**src/rtl/m_st7789_rx_if.sv**
```systemverilog
// rtl/m_st7789_rx_if.sv - pixel/command write bus produced by the ST7789 receiver
interface m_st7789_rx_if;
    logic [15:0] w_waddr;
    logic [15:0] w_wdata;
    logic        w_we;
    logic [7:0]  w_cmd;
    logic        w_cmd_we;
    logic        w_frame_done;

    modport master (
        output w_waddr, w_wdata, w_we, w_cmd, w_cmd_we, w_frame_done
    );

    modport slave (
        input w_waddr, w_wdata, w_we, w_cmd, w_cmd_we, w_frame_done
    );
endinterface

```
**src/rtl/m_st7789_rx.sv**
```systemverilog
// rtl/m_st7789_rx.sv - ST7789 3-wire SPI receiver decoding CASET/RASET/RAMWR into video-memory writes (option: ST7789_RX_SYNC_EN)
module m_st7789_rx #(
    parameter int IDLE_CYC = 64,
    parameter int MAX_X    = 239,
    parameter int MAX_Y    = 239
) (
    input  logic          w_clk,
    input  logic          w_rst_n,
    input  logic          st7789_SDA,
    input  logic          st7789_SCL,
    input  logic          st7789_DC,
    m_st7789_rx_if.master bus
);

    localparam int          IDLE_W = $clog2(IDLE_CYC + 1);
    localparam logic [IDLE_W-1:0] IDLE_MAX = IDLE_W'(IDLE_CYC);
    localparam logic [7:0]  XE_RST = 8'(MAX_X);
    localparam logic [7:0]  YE_RST = 8'(MAX_Y);

    typedef enum logic [2:0] {
        ST_IDLE,
        ST_CA,
        ST_RA,
        ST_WR,
        ST_SKIP
    } state_t;

    logic scl_in;
    logic sda_in;
    logic dc_in;

`ifdef ST7789_RX_SYNC_EN
    logic [1:0] scl_s;
    logic [1:0] sda_s;
    logic [1:0] dc_s;

    always_ff @(posedge w_clk) begin
        if (!w_rst_n) begin
            scl_s <= 2'b11;
            sda_s <= 2'b00;
            dc_s  <= 2'b00;
        end else begin
            scl_s <= {scl_s[0], st7789_SCL};
            sda_s <= {sda_s[0], st7789_SDA};
            dc_s  <= {dc_s[0], st7789_DC};
        end
    end

    assign scl_in = scl_s[1];
    assign sda_in = sda_s[1];
    assign dc_in  = dc_s[1];
`else
    assign scl_in = st7789_SCL;
    assign sda_in = st7789_SDA;
    assign dc_in  = st7789_DC;
`endif

    // SCL flops reset high so an idle-high line after reset is not seen as an edge.
    logic scl_r;
    logic scl_p;
    logic sda_r;
    logic dc_r;
    logic rise;

    always_ff @(posedge w_clk) begin
        if (!w_rst_n) begin
            scl_r <= 1'b1;
            scl_p <= 1'b1;
            sda_r <= 1'b0;
            dc_r  <= 1'b0;
        end else begin
            scl_r <= scl_in;
            scl_p <= scl_r;
            sda_r <= sda_in;
            dc_r  <= dc_in;
        end
    end

    assign rise = scl_r & ~scl_p;

    logic [7:0]        sr;
    logic [2:0]        bit_cnt;
    logic [IDLE_W-1:0] idle_cnt;
    logic              byte_stb;
    logic [7:0]        byte_q;
    logic              dc_q;

    always_ff @(posedge w_clk) begin
        if (!w_rst_n) begin
            sr       <= 8'h00;
            bit_cnt  <= 3'd0;
            idle_cnt <= '0;
            byte_stb <= 1'b0;
            byte_q   <= 8'h00;
            dc_q     <= 1'b0;
        end else begin
            byte_stb <= 1'b0;
            if (!scl_r) begin
                idle_cnt <= '0;
            end else if (idle_cnt != IDLE_MAX) begin
                idle_cnt <= idle_cnt + 1'b1;
            end
            if (rise) begin
                sr      <= {sr[6:0], sda_r};
                bit_cnt <= bit_cnt + 3'd1;
                if (bit_cnt == 3'd7) begin
                    byte_q   <= {sr[6:0], sda_r};
                    dc_q     <= dc_r;
                    byte_stb <= 1'b1;
                end
            end else if (idle_cnt == IDLE_MAX && bit_cnt != 3'd0) begin
                // Long SCL-high gap mid-byte: drop the partial byte and realign.
                bit_cnt <= 3'd0;
            end
        end
    end

    state_t state;
    state_t state_d;

    logic [1:0]  p_idx;
    logic [7:0]  p_lo;
    logic        half;
    logic [7:0]  hi;
    logic [7:0]  xs;
    logic [7:0]  xe;
    logic [7:0]  ys;
    logic [7:0]  ye;
    logic [7:0]  x;
    logic [7:0]  y;
    logic        cmd_stb;
    logic        dat_stb;
    logic        x_end;
    logic        y_end;

    logic [15:0] waddr_q;
    logic [15:0] wdata_q;
    logic        we_q;
    logic [7:0]  cmd_q;
    logic        cmd_we_q;
    logic        fd_q;

    always_comb begin
        state_d = state;
        cmd_stb = byte_stb & ~dc_q;
        dat_stb = byte_stb & dc_q;
        x_end   = (x == xe);
        y_end   = (y == ye);
        if (cmd_stb) begin
            case (byte_q)
                8'h2A:   state_d = ST_CA;
                8'h2B:   state_d = ST_RA;
                8'h2C:   state_d = ST_WR;
                8'h01:   state_d = ST_IDLE;
                default: state_d = ST_SKIP;
            endcase
        end else if (dat_stb && (state == ST_CA || state == ST_RA) && p_idx == 2'd3) begin
            state_d = ST_IDLE;
        end
    end

    always_ff @(posedge w_clk) begin
        if (!w_rst_n) begin
            state    <= ST_IDLE;
            p_idx    <= 2'd0;
            p_lo     <= 8'h00;
            half     <= 1'b0;
            hi       <= 8'h00;
            xs       <= 8'h00;
            xe       <= XE_RST;
            ys       <= 8'h00;
            ye       <= YE_RST;
            x        <= 8'h00;
            y        <= 8'h00;
            waddr_q  <= 16'h0000;
            wdata_q  <= 16'h0000;
            we_q     <= 1'b0;
            cmd_q    <= 8'h00;
            cmd_we_q <= 1'b0;
            fd_q     <= 1'b0;
        end else begin
            state    <= state_d;
            we_q     <= 1'b0;
            cmd_we_q <= 1'b0;
            fd_q     <= 1'b0;
            if (cmd_stb) begin
                cmd_q    <= byte_q;
                cmd_we_q <= 1'b1;
                p_idx    <= 2'd0;
                half     <= 1'b0;
                if (byte_q == 8'h2C) begin
                    x <= xs;
                    y <= ys;
                end
                if (byte_q == 8'h01) begin
                    xs <= 8'h00;
                    xe <= XE_RST;
                    ys <= 8'h00;
                    ye <= YE_RST;
                end
            end else if (dat_stb) begin
                case (state)
                    ST_CA, ST_RA: begin
                        // Only the low byte of each 16-bit coordinate is kept.
                        p_idx <= p_idx + 2'd1;
                        if (p_idx == 2'd1) begin
                            p_lo <= byte_q;
                        end
                        if (p_idx == 2'd3) begin
                            if (state == ST_CA) begin
                                xs <= p_lo;
                                xe <= byte_q;
                            end else begin
                                ys <= p_lo;
                                ye <= byte_q;
                            end
                        end
                    end
                    ST_WR: begin
                        if (!half) begin
                            hi   <= byte_q;
                            half <= 1'b1;
                        end else begin
                            half    <= 1'b0;
                            wdata_q <= {hi, byte_q};
                            waddr_q <= {y, x};
                            we_q    <= 1'b1;
                            fd_q    <= x_end & y_end;
                            x       <= x_end ? xs : x + 8'd1;
                            if (x_end) begin
                                y <= y_end ? ys : y + 8'd1;
                            end
                        end
                    end
                    default: ;
                endcase
            end
        end
    end

    assign bus.w_waddr      = waddr_q;
    assign bus.w_wdata      = wdata_q;
    assign bus.w_we         = we_q;
    assign bus.w_cmd        = cmd_q;
    assign bus.w_cmd_we     = cmd_we_q;
    assign bus.w_frame_done = fd_q;

endmodule

```
**src/flat_wrapper.sv**
```systemverilog
// flat-port wrapper written by rule: the top's interface ports become plain ports
module m_st7789_rx_flat 
#(
    parameter int IDLE_CYC = 64,
    parameter int MAX_X    = 239,
    parameter int MAX_Y    = 239
)
  (w_clk, w_rst_n, st7789_SDA, st7789_SCL, st7789_DC, bus_w_waddr, bus_w_wdata, bus_w_we, bus_w_cmd, bus_w_cmd_we, bus_w_frame_done);
  m_st7789_rx_if bus_i ();
  input  logic w_clk;
  input  logic w_rst_n;
  input  logic st7789_SDA;
  input  logic st7789_SCL;
  input  logic st7789_DC;
  output wire logic [$bits(bus_i.w_waddr)-1:0] bus_w_waddr;
  output wire logic [$bits(bus_i.w_wdata)-1:0] bus_w_wdata;
  output wire logic [$bits(bus_i.w_we)-1:0] bus_w_we;
  output wire logic [$bits(bus_i.w_cmd)-1:0] bus_w_cmd;
  output wire logic [$bits(bus_i.w_cmd_we)-1:0] bus_w_cmd_we;
  output wire logic [$bits(bus_i.w_frame_done)-1:0] bus_w_frame_done;
  assign bus_w_waddr = bus_i.w_waddr;
  assign bus_w_wdata = bus_i.w_wdata;
  assign bus_w_we = bus_i.w_we;
  assign bus_w_cmd = bus_i.w_cmd;
  assign bus_w_cmd_we = bus_i.w_cmd_we;
  assign bus_w_frame_done = bus_i.w_frame_done;
  m_st7789_rx #(.IDLE_CYC(IDLE_CYC), .MAX_X(MAX_X), .MAX_Y(MAX_Y)) u_core (.w_clk(w_clk), .w_rst_n(w_rst_n), .st7789_SDA(st7789_SDA), .st7789_SCL(st7789_SCL), .st7789_DC(st7789_DC), .bus(bus_i));
endmodule
```
**config.mk**
```make
export PLATFORM = sky130hd
export DESIGN_NAME = m_st7789_rx_flat
export DESIGN_NICKNAME = d
export VERILOG_FILES = /design/src/rtl/m_st7789_rx_if.sv /design/src/rtl/m_st7789_rx.sv /design/src/flat_wrapper.sv
export SDC_FILE = /design/constraint.sdc
export NUM_CORES = 1
export LEC_CHECK = 0
export ABC_AREA = 1
export CORE_MARGIN = 3
export CORE_UTILIZATION = 55
export CTS_BUF_LIST = sky130_fd_sc_hd__clkbuf_4 sky130_fd_sc_hd__clkbuf_8
export DETAILED_ROUTE_END_ITERATION = 12
export PLACE_DENSITY = 0.76
export SLEW_MARGIN = 5
export SYNTH_ARGS = -nofsm -noshare
export SYNTH_HDL_FRONTEND = slang
export SYNTH_SLANG_ARGS = --single-unit
```
**constraint.sdc**
```tcl
create_clock -name w_clk -period 2.8 [get_ports w_clk]
set_input_delay 0.56 -clock w_clk [delete_from_list [all_inputs] [get_ports w_clk]]
set_output_delay 0.56 -clock w_clk [all_outputs]
set_load 0.05 [all_outputs]
```
==> impl_metrics.py <==
metrics = {
    "cts": {
        "insertion_delay_ps": 440,
        "clock_path_buffers": 2,
        "post_cts_buffers": 0,
        "cts.clk_slew.worst_paths_ps": 80,
        "cts-buffers-inserted": 17,
        "cts_resized": 0,
        "cts_root_buf": "clkbuf_8",
        "ctsHoldBuffers": 0,
        "cts_tree": "done",
        "clock-sinks": 144,
        "htree_levels": 4,
    },
    "grt": {
        "antenna_found_initial": 0,
        "grt_pass1_wl_um": 24000,
        "grt_pass1_vias": 5010,
        "grt_max_degree": 60,
        "grt_use_total_pct": 24.0,
        "grt.overflow.total": 0,
    },
    "min_path": {
        "min_to": "u_core.scl_p",
        "hold_path_depth": 2,
        "hp-class": "flop to flop",
        "hold_start": "u_core.scl_r",
    },
    "layout": {
        "fin_nets": 846,
        "fin_area_sq_um": 6940,
        "area_delta_synth_final_pct": 14.9,
        "num_antenna_cells": 0,
        "fin_util_pct": 66.1,
        "layout-drive-gt1-share_pct": 8.42,
        "layout.cells.non_filler": 979,
    },
    "placement": {
        "dp_hpwl_um": 9650,
        "gp_congestion": 0.850,
        "dp.cells": 949,
        "place_area_sq_um": 6550,
        "portBuffers": 47,
    },
    "drt": {
        "drtIter0Drc": 333,
        "drt-total-wl_um": 14400,
        "drtAntennaViolNets": 0,
        "dr.pass1.iters": 6,
        "drc": 0,
        "routedWlPerCell_um": 14.7,
        "via_count": 5309,
        "viasPerCell": 5.42,
    },
    "critical_path": {
        "reg2regPathDepth": 9,
        "start_kind": "flop",
        "crit_type": "flop to flop",
        "regToRegStartpoint": "u_core.byte_stb",
        "r2r-end": "u_core.ye[1]",
        "startpoint": "u_core.byte_stb",
        "rrSetupSlack_ps": 570,
        "arrival_ps": 2590,
        "cp_max_fo": 24,
        "end_kind": "flop",
        "crit_required_ps": 3160,
    },
    "timing": {
        "timing.final.crit_share_pct": 79.6,
        "fmaxAchievable_mhz": 449,
        "rsz0062_at_grt": "false",
        "final_max_slew_viol_count": 0,
        "fin_worst_skew_ps": 8.67,
        "setup_violations": 0,
        "fin_crit_ps": 2230,
        "worst_pin_slew_ps": 821,
        "hold_violations": 0,
        "setup_tns_ps": 0,
        "slew_headroom_pct": 45.3,
    },
    "yosys": {
        "ys_ff_latch": 144,
        "synth_cells": 797,
        "yosysUniqueCellTypes": 38,
        "syn_nets": 811,
        "synth_warnings": 0,
        "syn_area_per_cell_sq_um": 7.58,
        "seq_area_frac_synth_pct": 47.7,
        "synth_area_sq_um": 6040,
    },
    "job": {
        "cap_violations": 0,
    },
    "die": {
        "die-area_sq_um": 12300,
        "ios": 48,
        "die_x_um": 111,
        "die_h_um": 111,
        "rows": 37,
        "core_sq_um": 10500,
        "start_util_pct": 57.5,
    },
    "power": {
        "ir_worst_vdd_mv": 0.409,
        "power.density_nw_per_um2": 540,
        "power.total_mw": 3.75,
        "leakagePower_nw": 2.70,
    },
    "run_status": {
        "outcome": "finished, final reports clean",
    },
}
## layout make-up
type | instances | area [sq um]
Tap cell | 136 | 170
Inverter | 84 | 318
Multi-Input combinational cell | 530 | 2660
Fill cell | 876 | 3570
Clock inverter | 9 | 111
Timing Repair Buffer | 55 | 526
Sequential cell | 144 | 2880
Clock buffer | 21 | 277
## through the flow
step | hold WS, ps | setup WS (ps)
detailed placement | 436 | 671
global placement | 428 | 738
global route | 473 | 341
finish | 451 | 571
CTS | 455 | 567
floorplan | 416 | 1390
## worst max-delay path by stage
stage | end | slack, ps | depth (start not counted)
after floorplan | u_core.bit_cnt[0] | 1390 | 7
after global placement | u_core.idle_cnt[0] | 740 | 5
after detailed placement | u_core.ye[1] | 670 | 9
after CTS | bus_w_cmd[4] | 570 | 1
after global routing | u_core.ye[5] | 340 | 9
final | u_core.ye[1] | 570 | 9
## placed cells by master (no fill, tap or decap), types with 2 or more instances in the layout
| cell | instances |
|---|---|
| nand2_1 | 141 |
| o211ai_1 | 6 |
| clkinv_4 | 3 |
| or2_2 | 2 |
| nand3_2 | 6 |
| o21ai_1 | 5 |
| dfxtp_1 | 144 |
| nand4_1 | 8 |
| nand3_1 | 51 |
| nand2_2 | 4 |
| o32ai_1 | 2 |
| nor2_1 | 85 |
| clkinvlp_4 | 2 |
| nor3_1 | 6 |
| clkbuf_8 | 19 |
| xor2_1 | 6 |
| a211oi_1 | 8 |
| clkdlybuf4s50_1 | 46 |
| a21oi_1 | 79 |
| nor4_1 | 2 |
| inv_1 | 74 |
| nor2_4 | 2 |
| inv_2 | 8 |
| ha_1 | 9 |
| nor2_2 | 4 |
| xnor2_1 | 10 |
| bufinv_16 | 2 |
| clkbuf_4 | 2 |
| nand2_4 | 4 |
| buf_4 | 8 |
| clkinv_2 | 2 |
| o21ai_0 | 84 |
## routing by layer
metal / up-vias / track usage, % / part of all wire (%)
li1: 2673 / - / -
met1: 2447 / 30.8 / 45
met2: 158 / 38.1 / 46
met3: 31 / 5.68 / 5.6
met4: 0 / 11.3 / 3.2
met5: - / 0 / 0
## cells by family after synthesis
group           count (synthesis)  share of synthesized area [%]
simple gates                  316                           23.1
compound gates                189                           16.7
flops                         144                           47.7
buf+inv                       123                           8.28
xor+xnor                       16                           2.32
fa+ha+maj                       9                           1.86
## cells in the mapped netlist, drive strengths merged
| library cell | number | share of area, % |
|---|---|---|
| a211oi | 8 | 0.99 |
| xnor2 | 10 | 1.4 |
| o21bai | 1 | 0.12 |
| a21oi | 80 | 6.8 |
| or2 | 2 | 0.21 |
| nor2 | 91 | 6.1 |
| nand2 | 149 | 9.9 |
| ha | 9 | 1.9 |
| dfxtp | 144 | 48 |
| o211ai | 6 | 0.75 |
| buf | 20 | 1.8 |
| or4 | 1 | 0.12 |
| nor3 | 6 | 0.50 |
| inv | 83 | 5.2 |
| o21ai | 89 | 7.4 |
| nand4 | 8 | 0.83 |
| o21a | 1 | 0.12 |
| nor4 | 2 | 0.21 |
| nand3 | 57 | 5.2 |
| o31ai | 1 | 0.12 |
| o32ai | 2 | 0.29 |
| clkbuf | 19 | 1.2 |
| clkinv | 1 | 0.062 |
| xor2 | 6 | 0.87 |
| a41oi | 1 | 0.15 |
## state kept, by name (all words and copies together), names as in the netlist, 7 cells and up
signal,flops
u_core.p_lo,8
u_core.ye,8
u_core.idle_cnt,7
u_core.ys,8
u_core.x,8
u_core.xs,8
u_core.byte_q,8
u_core.hi,8
u_core.y,8
u_core.xe,8
u_core.bus.w_wdata,16
u_core.bus.w_cmd,8
u_core.bus.w_waddr,16
u_core.sr,7
## critical path, stage by stage (launching register included)
cell,delay [ps]
dfxtp_1,380
inv_1,80
nor2_4,430
inv_2,230
nand2_1,190
nand3_1,80
buf_4,210
inv_1,260
o21ai_0,150
o211ai_1,120
## where the power goes
part / internal (mW) / leakage [nW] / switching, mW
clock network: 0.848 / 0.195 / 0.762
registers: 2.06 / 1.16 / 0.00631
logic: 0.0226 / 1.34 / 0.0536
total: 2.93 / 2.70 / 0.822
No activity file was read; power rests on OpenSTA's default activity.
